===== src/rtl/vec_widen_10to30.sv =====
// ============================================================================
// vec_widen_10to30 : packs 10-bit input words into 30-bit vectors through a
//                    two-entry output FIFO; s_last flushes a short vector.
// Revision 1.0
// ============================================================================
`default_nettype none

module vec_widen_10to30 #(
  parameter int IN_W  = 10,
  parameter int RATIO = 3
) (
  input  logic                  clk,
  input  logic                  rst_n,
  input  logic                  s_valid,
  output logic                  s_ready,
  input  logic [IN_W-1:0]       s_data,
  input  logic                  s_last,
  output logic                  m_valid,
  input  logic                  m_ready,
  output logic [IN_W*RATIO-1:0] m_data,
  output logic [1:0]            m_beats,
  output logic [15:0]           vec_count
);

  localparam int         OUT_W     = IN_W * RATIO;
  localparam logic [1:0] LAST_BEAT = 2'(RATIO - 1);

  generate
    if (RATIO < 1 || RATIO > 3) begin : g_bad_ratio
      $error("RATIO must be 1..3 so that m_beats fits in 2 bits");
    end
  endgenerate

  logic [1:0]       beat;
  logic [OUT_W-1:0] acc;

  logic [OUT_W-1:0] mem_data  [2];
  logic [1:0]       mem_beats [2];
  logic             wr_ptr;
  logic             rd_ptr;
  logic [1:0]       count;

  logic             in_xfer;
  logic             complete;
  logic             push;
  logic             pop;
  logic             head_idx;
  logic [OUT_W-1:0] vec_next;

  assign s_ready  = (count != 2'd2);
  assign m_valid  = (count != 2'd0);
  assign in_xfer  = s_valid && s_ready;
  assign complete = (beat == LAST_BEAT) || s_last;
  assign push     = in_xfer && complete;
  assign pop      = m_valid && m_ready;

  // When empty, the slot just vacated still holds the last delivered entry.
  assign head_idx = (count == 2'd0) ? ~rd_ptr : rd_ptr;
  assign m_data   = mem_data[head_idx];
  assign m_beats  = mem_beats[head_idx];

  always_comb begin
    vec_next = acc;
    vec_next[beat*IN_W +: IN_W] = s_data;
  end

  always_ff @(posedge clk or negedge rst_n) begin
    if (!rst_n) begin
      beat <= 2'd0;
      acc  <= '0;
    end else if (in_xfer) begin
      if (complete) begin
        beat <= 2'd0;
        acc  <= '0;
      end else begin
        beat <= beat + 2'd1;
        acc  <= vec_next;
      end
    end
  end

  always_ff @(posedge clk or negedge rst_n) begin
    if (!rst_n) begin
      for (int i = 0; i < 2; i++) begin
        mem_data[i]  <= '0;
        mem_beats[i] <= 2'd0;
      end
      wr_ptr    <= 1'b0;
      rd_ptr    <= 1'b0;
      count     <= 2'd0;
      vec_count <= 16'd0;
    end else begin
      if (push) begin
        mem_data[wr_ptr]  <= vec_next;
        mem_beats[wr_ptr] <= beat + 2'd1;
        wr_ptr            <= ~wr_ptr;
      end
      if (pop) begin
        rd_ptr    <= ~rd_ptr;
        vec_count <= vec_count + 16'd1;
      end
      case ({push, pop})
        2'b10:   count <= count + 2'd1;
        2'b01:   count <= count - 2'd1;
        default: count <= count;
      endcase
    end
  end

endmodule

`default_nettype wire

===== config.mk =====
export PLATFORM = sky130hd
export DESIGN_NAME = vec_widen_10to30
export DESIGN_NICKNAME = d
export VERILOG_FILES = /design/src/rtl/vec_widen_10to30.sv
export SDC_FILE = /design/constraint.sdc
export NUM_CORES = 1
export LEC_CHECK = 0
export ABC_AREA = 1
export CAP_MARGIN = 20
export CORE_UTILIZATION = 25
export DETAILED_ROUTE_END_ITERATION = 7
export GPL_TIMING_DRIVEN = 0
export PLACE_DENSITY = 0.42
export SYNTH_ARGS = -nofsm -noshare
export SYNTH_HDL_FRONTEND = slang
export SYNTH_SLANG_ARGS = --single-unit

===== constraint.sdc =====
create_clock -name clk -period 5.4 [get_ports clk]
set_input_delay 1.08 -clock clk [delete_from_list [all_inputs] [get_ports clk]]
set_output_delay 1.08 -clock clk [all_outputs]
set_load 0.01 [all_outputs]

# Yosys cells after proc, flatten, opt, wreduce, memory -nomap -nowiden
# Cells that the tools add are included.
# classes
order_cmp	3
n_mul	1
add_sub_neg	5
n_bitwise	4
shifts	2
eq_ne	4
div_mod_pow	0
n_mux	17
n_reduce_logical	8
# op_table
op	count
2-to-1 mux 30 bit	5
bitwise mux 60 bit	1
negation 6 -> 34 bit	1
variable shift 10 x 34 -> 30 bit, first input constant	1
variable part select 10 x 34 -> 30 bit	1
bitwise mux 30 bit	1
demux 30 bit (select 1 bit)	1
adder 16 x 1 -> 16 bit, second input constant	1
2-to-1 mux 2 bit	5
multiplier 2 x 3 -> 5 bit, second input constant	1
adder 2 x 1 -> 2 bit, second input constant	2
bitwise mux 4 bit	1
equality test 2 bit, second input constant	2
>= comparator 2 bit, second input constant	2
logical AND 1 bit	4
inverter 1 -> 2 bit	2
one-hot mux 2 bit (2 select lines)	1
nonzero test 2 bit	2
demux 2 bit (select 1 bit)	1
equality test 2 x 1 -> 1 bit, second input constant	1
zero test 2 bit	1
< comparator 2 x 1 -> 1 bit, second input constant	1
inequality test 2 bit, second input constant	1
inverter 1 bit	2
3 further kinds	3
# word_totals
latch_bits	0
mem_bits_rw	0
output_inout_bits	50
in_bits	15
mem_count	0
rom_bits	0
reg_bits	116

# Depth between registers and ports, before layout
# Gate-level depths: netlist of run 1.
# depth
word_depth	6
depth_mapped	12
depth_no_buf	12

# Worst setup path before layout of run 1
# Ideal clock, no wire load.
# synth_timing
path_kind	register to output
start	reg count[1]
end	out m_data[13]
path_buffers	1
required_ns	4.320
t_arrival_ns	1.363
stages_incl_launch_ff	6
path_slack_ns	2.957
path_cell_list	dfrtp_1 > inv_1 > nand2_4 > xor2_2 > buf_4 > mux2_1
# synth_between
elab_chain_len	6
# synth_rtl
item	line_no	text
start, declared	41	logic [1:0] count;
start signal, assigned	103	2'b10: count <= count + 2'd1;
start signal, assigned	104	2'b01: count <= count - 2'd1;
start signal, assigned	105	default: count <= count;
zero test 2 bit	58	assign head_idx = (count == 2'd0) ? ~rd_ptr : rd_ptr;
2-to-1 mux 1 bit	58	
inverter 1 -> 2 bit (not written as such)	59	assign m_data = mem_data[head_idx];
2-to-1 mux 30 bit (not written as such) (3 in a row)	59	
end, declared	20	output logic [IN_W*RATIO-1:0] m_data,
# No other way between the ends. The select of a mux whose other input is x is not followed.

# Final worst setup path of run 1
# layout_timing
start	reg count[1]
end	out m_data[6]
# Same word-level chain as after synthesis.

==> out/results.md, run 1 <==
### Outcome
* finished, final reports clean — outcome

### Layout
* 2900 um2 — area taken by flip-flops and latches
* 2572 — fillers
* 2660 um2 — area of the multi-input gates
* 1186 — Cell Count, Final, Fillers Out
* 880 — final layout net count
* 9.69% — share of layout cells above drive strength 1
* 27.1% — area overhead of the layout relative to synthesis
* 0 — ANT cells

### Clock network
* 0.41 ns — later-pin clock latency in the skew report
* done — clock tree from TritonCTS
* 0 — count of hold-fix buffers inserted at cts
* 0.05 ns — post-CTS clock slew at the launch and capture registers of the worst setup and hold paths
* 2 — maximum clock path buffer count
* 4 — H-tree levels
* 0 — Post-CTS Resized
* 116 — TritonCTS sink count
* 0 — Post CTS Setup Buffer Count
* 17 — CTS Buf Count
* sky130_fd_sc_hd__clkbuf_16 — clock root cell

### Critical path
* 10 — biggest fanout along the worst timing path
* 11 — reg2reg path depth
* 0.53 ns — delay of the slowest critical-path stage
* flip-flop — Critical Path Start Type
* beat[0] — start of the worst register-to-register path
* flip-flop to output port — critical path class
* 2.78 ns — R2R Setup Slk
* m_data[6] — end point of the critical path
* count[1] — Setup crit start
* acc[17] — endpoint of the most critical register-to-register path
* sky130_fd_sc_hd__clkdlybuf4s50_1 — worst-path cell with the longest stage delay
* 4.32 ns — Req. time, crit path
* 2.55 ns — worst path arrival time
* output port — kind of end point of the critical path
* inv_1 -> nand2_4 -> xor2_2 -> clkbuf_1 -> o21ai_0 -> clkdlybuf4s50_1 — cells traversed along the worst timing path

### GRT
* 0 — number of antenna violations at the first check in global routing
* 4954 — vias in the first global route
* 28600 um — first-pass GRT wire length
* 0 — sum of overflow across all layers after global routing
* 15.6% — GRT Total Usage
* 73 — largest net degree at the start of global routing

### Power
* 3.68 nW — Static Leak
* 0.00438 W — post-layout total power
* 0.203 mV — maximum vdd ir drop
* 580 nW/um2 — power per unit of standard cell area

### STA
* 0 — Final Hold Viols
* 1.77 ns — PnR worst setup slack
* false — unrepaired setup endpoints after global routing
* 0.470 ns — hold slack
* 276 MHz — max frequency
* 0 — Final Max Slew Viols
* 0.564 ns — slew at the pin closest to its max-slew limit
* 62.4% — worst relative slew slack
* 3.63 ns — final period demand of the worst path
* 0 — Setup violations, final
* 67.2% — fin crit share
* 0.00895 ns — clock skew

### Drt
* 18000 um — routed wire length
* 372 — DRT iter0 DRCs
* 4.39 — routed via count divided by cell count
* 5205 — vias after detailed routing
* 0 — DRC errors left
* 7780 um — Detail Route met2 WL
* met4 — highest layer used for signal routing
* 0 — Routed Antenna Nets
* 5 — detailed-routing iteration count for the pre-antenna-repair pass
* 15.2 um — average wire length per cell after detail routing
* 757 um — met3 wirelength from detailed routing
* 9350 um — M1 WL

### Placed design
* 64 — Port Buf Inserts
* 2.17 ns — worst slack at placement
* 13100 um — detailed placement HPWL
* 1158 — instance count after placement with tap cells included
* 0.859 — Placer Congestion

### Synth
* 0 — number of flops mapped to enable cells by yosys
* 48.8% — proportion of netlist area held by the largest area contributor
* 7.68 um2 — average size of a mapped cell
* 774 — Cells after Synth
* 48.8% — post-synthesis sequential area ratio
* sky130_fd_sc_hd__nand2_1 — dominant cell by count in the synthesized netlist
* 5940 um2 — cell area after technology mapping
* 0 — number of warning messages in the yosys log
* 796 — Mapped Nets
* 116 — FF+latch count, synth
* 350 x sky130_fd_sc_hd__nand2_1, 116 x sky130_fd_sc_hd__dfrtp_1, 57 x sky130_fd_sc_hd__o21ai_0 — Synth top cells by count
* sky130_fd_sc_hd__dfrtp_1 — most used flip-flop cell after synthesis
* sky130_fd_sc_hd__dfrtp_1 49%, sky130_fd_sc_hd__nand2_1 22%, sky130_fd_sc_hd__o21ai_0 4.8%, sky130_fd_sc_hd__nand3_1 4.5%, sky130_fd_sc_hd__inv_1 2.9% — leading post-synthesis cells by cell area
* 32 — unique cell type count in the Yosys netlist
* 100% — async set-or-reset flop fraction in the synthesized netlist
* sky130_fd_sc_hd__dfrtp_1 — library cell occupying the most area in the post-synthesis netlist

### Floorplan
* 65 — top-level I/O count
* 24400 um2 — die area
* 25.4% — initial core utilization
* 56 — number of placement rows
* 156 um — die height
* 156 um — Die W
* 23400 um2 — core area

### Flow run
* 0 — max-capacitance violation count

### Hold path
* flip-flop to flip-flop — Hold Path Class
* 2 — number of cells on the worst hold path

## where the power goes
part | internal (W) | total (W) | leakage, nW | switching, W
combinational | 0.000760 | 0.00204 | 1.85 | 0.00128
sequential | 0.00112 | 0.00127 | 1.56 | 0.000151
clock | 0.000668 | 0.00106 | 0.267 | 0.000396
## stage by stage
stage	utilization, %	setup TNS, ns	instance area (um2)
CTS	32.3	0	7550
floorplan	-	0	5940
detailed placement	30.0	0	7010
global placement	29.8	-206.66	6980
finish	32.3	0	7550
global route	32.3	0	7550
## how the worst min path moves through the flow
stage | from | to
5_1_grt | mem_data[26] | mem_data[26]
4_1_cts | mem_data[36] | mem_data[36]
2_1_floorplan | mem_data[13] | mem_data[13]
6_report | mem_data[40] | mem_data[40]
3_5_place_dp | mem_data[29] | mem_data[29]
3_3_place_gp | mem_data[29] | mem_data[29]
## state kept, by name (all words and copies together), names as in the netlist
| signal | count |
|---|---|
| wr_ptr | 1 |
| acc | 30 |
| beat | 2 |
| count | 2 |
| rd_ptr | 1 |
| vec_count | 16 |
| mem_beats | 4 |
| mem_data | 60 |
## placed cells by master, fill, tap and decap left out, types with 5 or more instances in the layout
master | synthesis | routed
sky130_fd_sc_hd__nand3_1 | 53 | 53
sky130_fd_sc_hd__inv_1 | 46 | 46
sky130_fd_sc_hd__nand2_1 | 350 | 350
sky130_fd_sc_hd__clkbuf_1 | 8 | 10
sky130_fd_sc_hd__xor2_1 | 8 | 8
sky130_fd_sc_hd__nor2_1 | 24 | 24
sky130_fd_sc_hd__nor3_1 | 6 | 6
sky130_fd_sc_hd__xnor2_1 | 6 | 6
sky130_fd_sc_hd__inv_2 | 6 | 6
sky130_fd_sc_hd__o21ai_1 | 13 | 13
sky130_fd_sc_hd__clkdlybuf4s50_1 | 0 | 63
sky130_fd_sc_hd__a21oi_1 | 5 | 5
sky130_fd_sc_hd__buf_4 | 8 | 8
sky130_fd_sc_hd__mux2_2 | 12 | 12
sky130_fd_sc_hd__dfrtp_1 | 116 | 116
sky130_fd_sc_hd__ha_1 | 7 | 7
sky130_fd_sc_hd__clkbuf_16 | 0 | 17
sky130_fd_sc_hd__buf_2 | 15 | 15
sky130_fd_sc_hd__o21ai_0 | 57 | 57
## cell families after synthesis
| logic type | synth area share (%) |
|---|---|
| muxes | 2.46 |
| adders and majority gates | 1.47 |
| buffers and inverters | 6.46 |
| DFF | 48.8 |
| and+or+nand+nor | 30.8 |
| xor gates and xnor gates | 2.34 |
| AOI/OAI and AO/OA | 7.66 |
## cell type report
type,count,area share (%)
multi-input cells,571,35.2
inverters,55,2.75
well taps,319,5.28
flip-flops and latches,116,38.4
clock inverters,5,0.696
plain buffers,32,2.34
repair buffers,65,8.86
clock buffers,23,6.46
## routing by layer
layer / vias up / global-route usage [%]
met5: - / 0
met4: 0 / 3.50
met3: 10 / 3.14
met2: 122 / 22.7
met1: 2447 / 23.4
li1: 2626 / -
## critical path, delay by kind of cell, from the launching register on
kind	cells	cell delay [ns]
xor gates and xnor gates	1	0.32
and+or+nand+nor	1	0.09
DFF	1	0.39
buffers and inverters	3	1.08
AOI/OAI and AO/OA	1	0.26
Note: power is estimated with default switching activity, not from simulation.
==> inputs of run 2 (changes only) <==
==> constraint.sdc (replaced) <==
create_clock -name clk -period 3.4 [get_ports clk]
set_input_delay 0.68 -clock clk [delete_from_list [all_inputs] [get_ports clk]]
set_output_delay 0.68 -clock clk [all_outputs]
set_load 0.01 [all_outputs]
==> run 2 against run 1 <==
Via count about the same. Sequential cell count did not move. Non-clock buffer count unchanged. Combinational power grew 59%. Final cell count did not move. Critical path type unchanged. Largest power group unchanged. Highest routed layer unchanged.
==> out/results.md, run 2 (same netlist as run 1, synthesis figures left out) <==
### Outcome
* finished, final reports clean — outcome

### Clock network
* 17 — CTS Buf Count, unchanged
* sky130_fd_sc_hd__clkbuf_16 — clock root cell
* 116 — TritonCTS sink count, unchanged
* 2 — maximum clock path buffer count, unchanged
* 0.41 ns — later-pin clock latency in the skew report, about the same
* done — clock tree from TritonCTS
* 0.06 ns — post-CTS clock slew at the launch and capture registers of the worst setup and hold paths, about the same
* 0 — Post CTS Setup Buffer Count, unchanged
* 4 — H-tree levels, unchanged

### GRT
* 4954 — vias in the first global route, unchanged
* 3.14% — met3 usage in global routing, unchanged
* 23.4% — GRT met1 Usage, unchanged
* 0 — sum of overflow across all layers after global routing, unchanged
* met1 — most used routing layer
* 0 — number of antenna violations at the first check in global routing, unchanged
* 73 — largest net degree at the start of global routing, unchanged
* 22.7% — grt met2 use, unchanged
* 28600 um — first-pass GRT wire length, unchanged
* 15.6% — GRT Total Usage, unchanged

### Placed design
* 0.859 — Placer Congestion, unchanged
* 64 — Port Buf Inserts, unchanged
* 13100 um — detailed placement HPWL, unchanged
* 0.575 ns — worst slack at placement, -1.60 ns
* 1158 — instance count after placement with tap cells included, unchanged

### Critical path
* 2.52 ns — worst path arrival time, -0.03 ns
* flip-flop — Critical Path Start Type
* flip-flop to output port — critical path class
* output port — kind of end point of the critical path
* 2.72 ns — Req. time, crit path, -1.60 ns
* 10 — biggest fanout along the worst timing path, unchanged

### Layout
* 60 — flip-flop count of the largest register, all copies and words added, unchanged
* 880 — final layout net count, unchanged
* sky130_fd_sc_hd__nand2_1 — most common cell after layout, fill and taps aside
* 9.80% — share of layout cells above drive strength 1, +0.12 points
* mem_data: 60 flops, acc: 30 flops, vec_count: 16 flops — registers with the most flip-flops
* 1186 — Cell Count, Final, Fillers Out, unchanged
* mem_data — register with the most flip-flops
* 350 x sky130_fd_sc_hd__nand2_1, 116 x sky130_fd_sc_hd__dfrtp_1, 63 x sky130_fd_sc_hd__clkdlybuf4s50_1 — most frequent cells in the layout
* 27.1% — area overhead of the layout relative to synthesis, about the same
* 0 — ANT cells, unchanged

### STA
* 3.20 ns — final period demand of the worst path
* 62.4% — worst relative slew slack, about the same
* 0 — Final Hold Viols, unchanged
* false — unrepaired setup endpoints after global routing
* 0 — Final Max Slew Viols, unchanged
* 0.201 ns — PnR worst setup slack, -1.57 ns
* 94.1% — fin crit share
* 0.563 ns — slew at the pin closest to its max-slew limit, -0.000106 ns
* 0 ns — Post-Route Setup TNS, unchanged
* 0.00895 ns — clock skew, -0.000000390 ns
* 0 — Setup violations, final, unchanged
* 313 MHz — max frequency

### Drt
* 5 — detailed-routing iteration count for the pre-antenna-repair pass, unchanged
* 5209 — vias after detailed routing, +0.077%
* 0 — Routed Antenna Nets, unchanged
* 15.2 um — average wire length per cell after detail routing, about the same
* 4.39 — routed via count divided by cell count, about the same
* 370 — DRT iter0 DRCs, -0.54%
* 18000 um — routed wire length, about the same
* 0 — DRC errors left, unchanged

### Floorplan
* 24400 um2 — die area, unchanged
* 65 — top-level I/O count, unchanged
* 25.4% — initial core utilization, unchanged
* 156 um — Die W, unchanged
* 56 — number of placement rows, unchanged
* 156 um — die height, unchanged
* 23400 um2 — core area, unchanged

### Power
* 3.68 nW — Static Leak, about the same
* 0.322 mV — maximum vdd ir drop, +59%
* 921 nW/um2 — power per unit of standard cell area, +59%

### Hold path
* input port to async pin — Hold Path Class

### Flow run
* 0 — max-capacitance violation count, unchanged

run 2: cell counts in the layout (fill, tap and decap cells not counted):
Identical to the previous run, type by type.
run 2: worst paths after layout:
| kind | startpoint | slack, ns | endpoint | depth (start not counted) |
|---|---|---|---|---|
| worst max-delay path | count[1] | 0.20 | m_data[19] | 6 |
| worst min-delay path | rst_n | 0.21 | acc[24] | 1 |
| worst max register to register | beat[0] | 0.78 | acc[17] | 11 |
| worst min register to register | mem_data[40] | 0.47 | mem_data[40] | 2 |
| max in group asynchronous | rst_n | 2.46 | acc[6] | 2 |
| min in group clk | mem_data[40] | 0.47 | mem_data[40] | 2 |
run 2: repair_timing:
action                                  in CTS  in global routing
endpoints found under the setup margin       0                  1
hold endpoints to repair                     0                  0
hold buffers                                 0                  0
gates resized for setup                      0                  2
run 2: cell type report:
cell class / instances / area, um2
Clock inverter: 5 / 52.6
Sequential cell: 116 / 2900
Multi-Input combinational cell: 571 / 2660
Fill cell: 2571 / 15800
Timing Repair Buffer: 65 / 669
Tap cell: 319 / 399
Clock buffer: 23 / 488
Buffer: 32 / 178
Inverter: 55 / 208
run 2: metrics by stage:
step / hold WS, ns / cell area, um2 / utilization (%) / power (W)
2_1_floorplan: 0.384 / 5940 / - / 0.00392
6_report: 0.209 / 7550 / 32.3 / 0.00695
4_1_cts: 0.207 / 7550 / 32.3 / 0.00704
3_5_place_dp: 0.462 / 7010 / 30.0 / 0.00531
3_3_place_gp: 0.459 / 6980 / 29.8 / 0.00531
5_1_grt: 0.224 / 7550 / 32.3 / 0.00751
run 2: where the power goes:
group | internal [W] | leakage (nW) | switching (W)
Clock | 0.00106 | 0.267 | 0.000628
Combinational | 0.00121 | 1.85 | 0.00204
Sequential | 0.00178 | 1.56 | 0.000239
run 2: critical path, stage by stage, from the launching register on:
cell	delay (ns)
sky130_fd_sc_hd__dfrtp_1	0.39
sky130_fd_sc_hd__inv_1	0.12
sky130_fd_sc_hd__nand2_4	0.09
sky130_fd_sc_hd__xor2_2	0.32
sky130_fd_sc_hd__clkbuf_1	0.44
sky130_fd_sc_hd__o21ai_0	0.22
sky130_fd_sc_hd__clkdlybuf4s50_1	0.53
run 2: per-layer routing:
layer  part of all wire [%]  up-vias
li1                       -     2627
met5                      0        -
met3                    4.2       10
met1                     52     2452
met4                   0.70        0
met2                     43      120
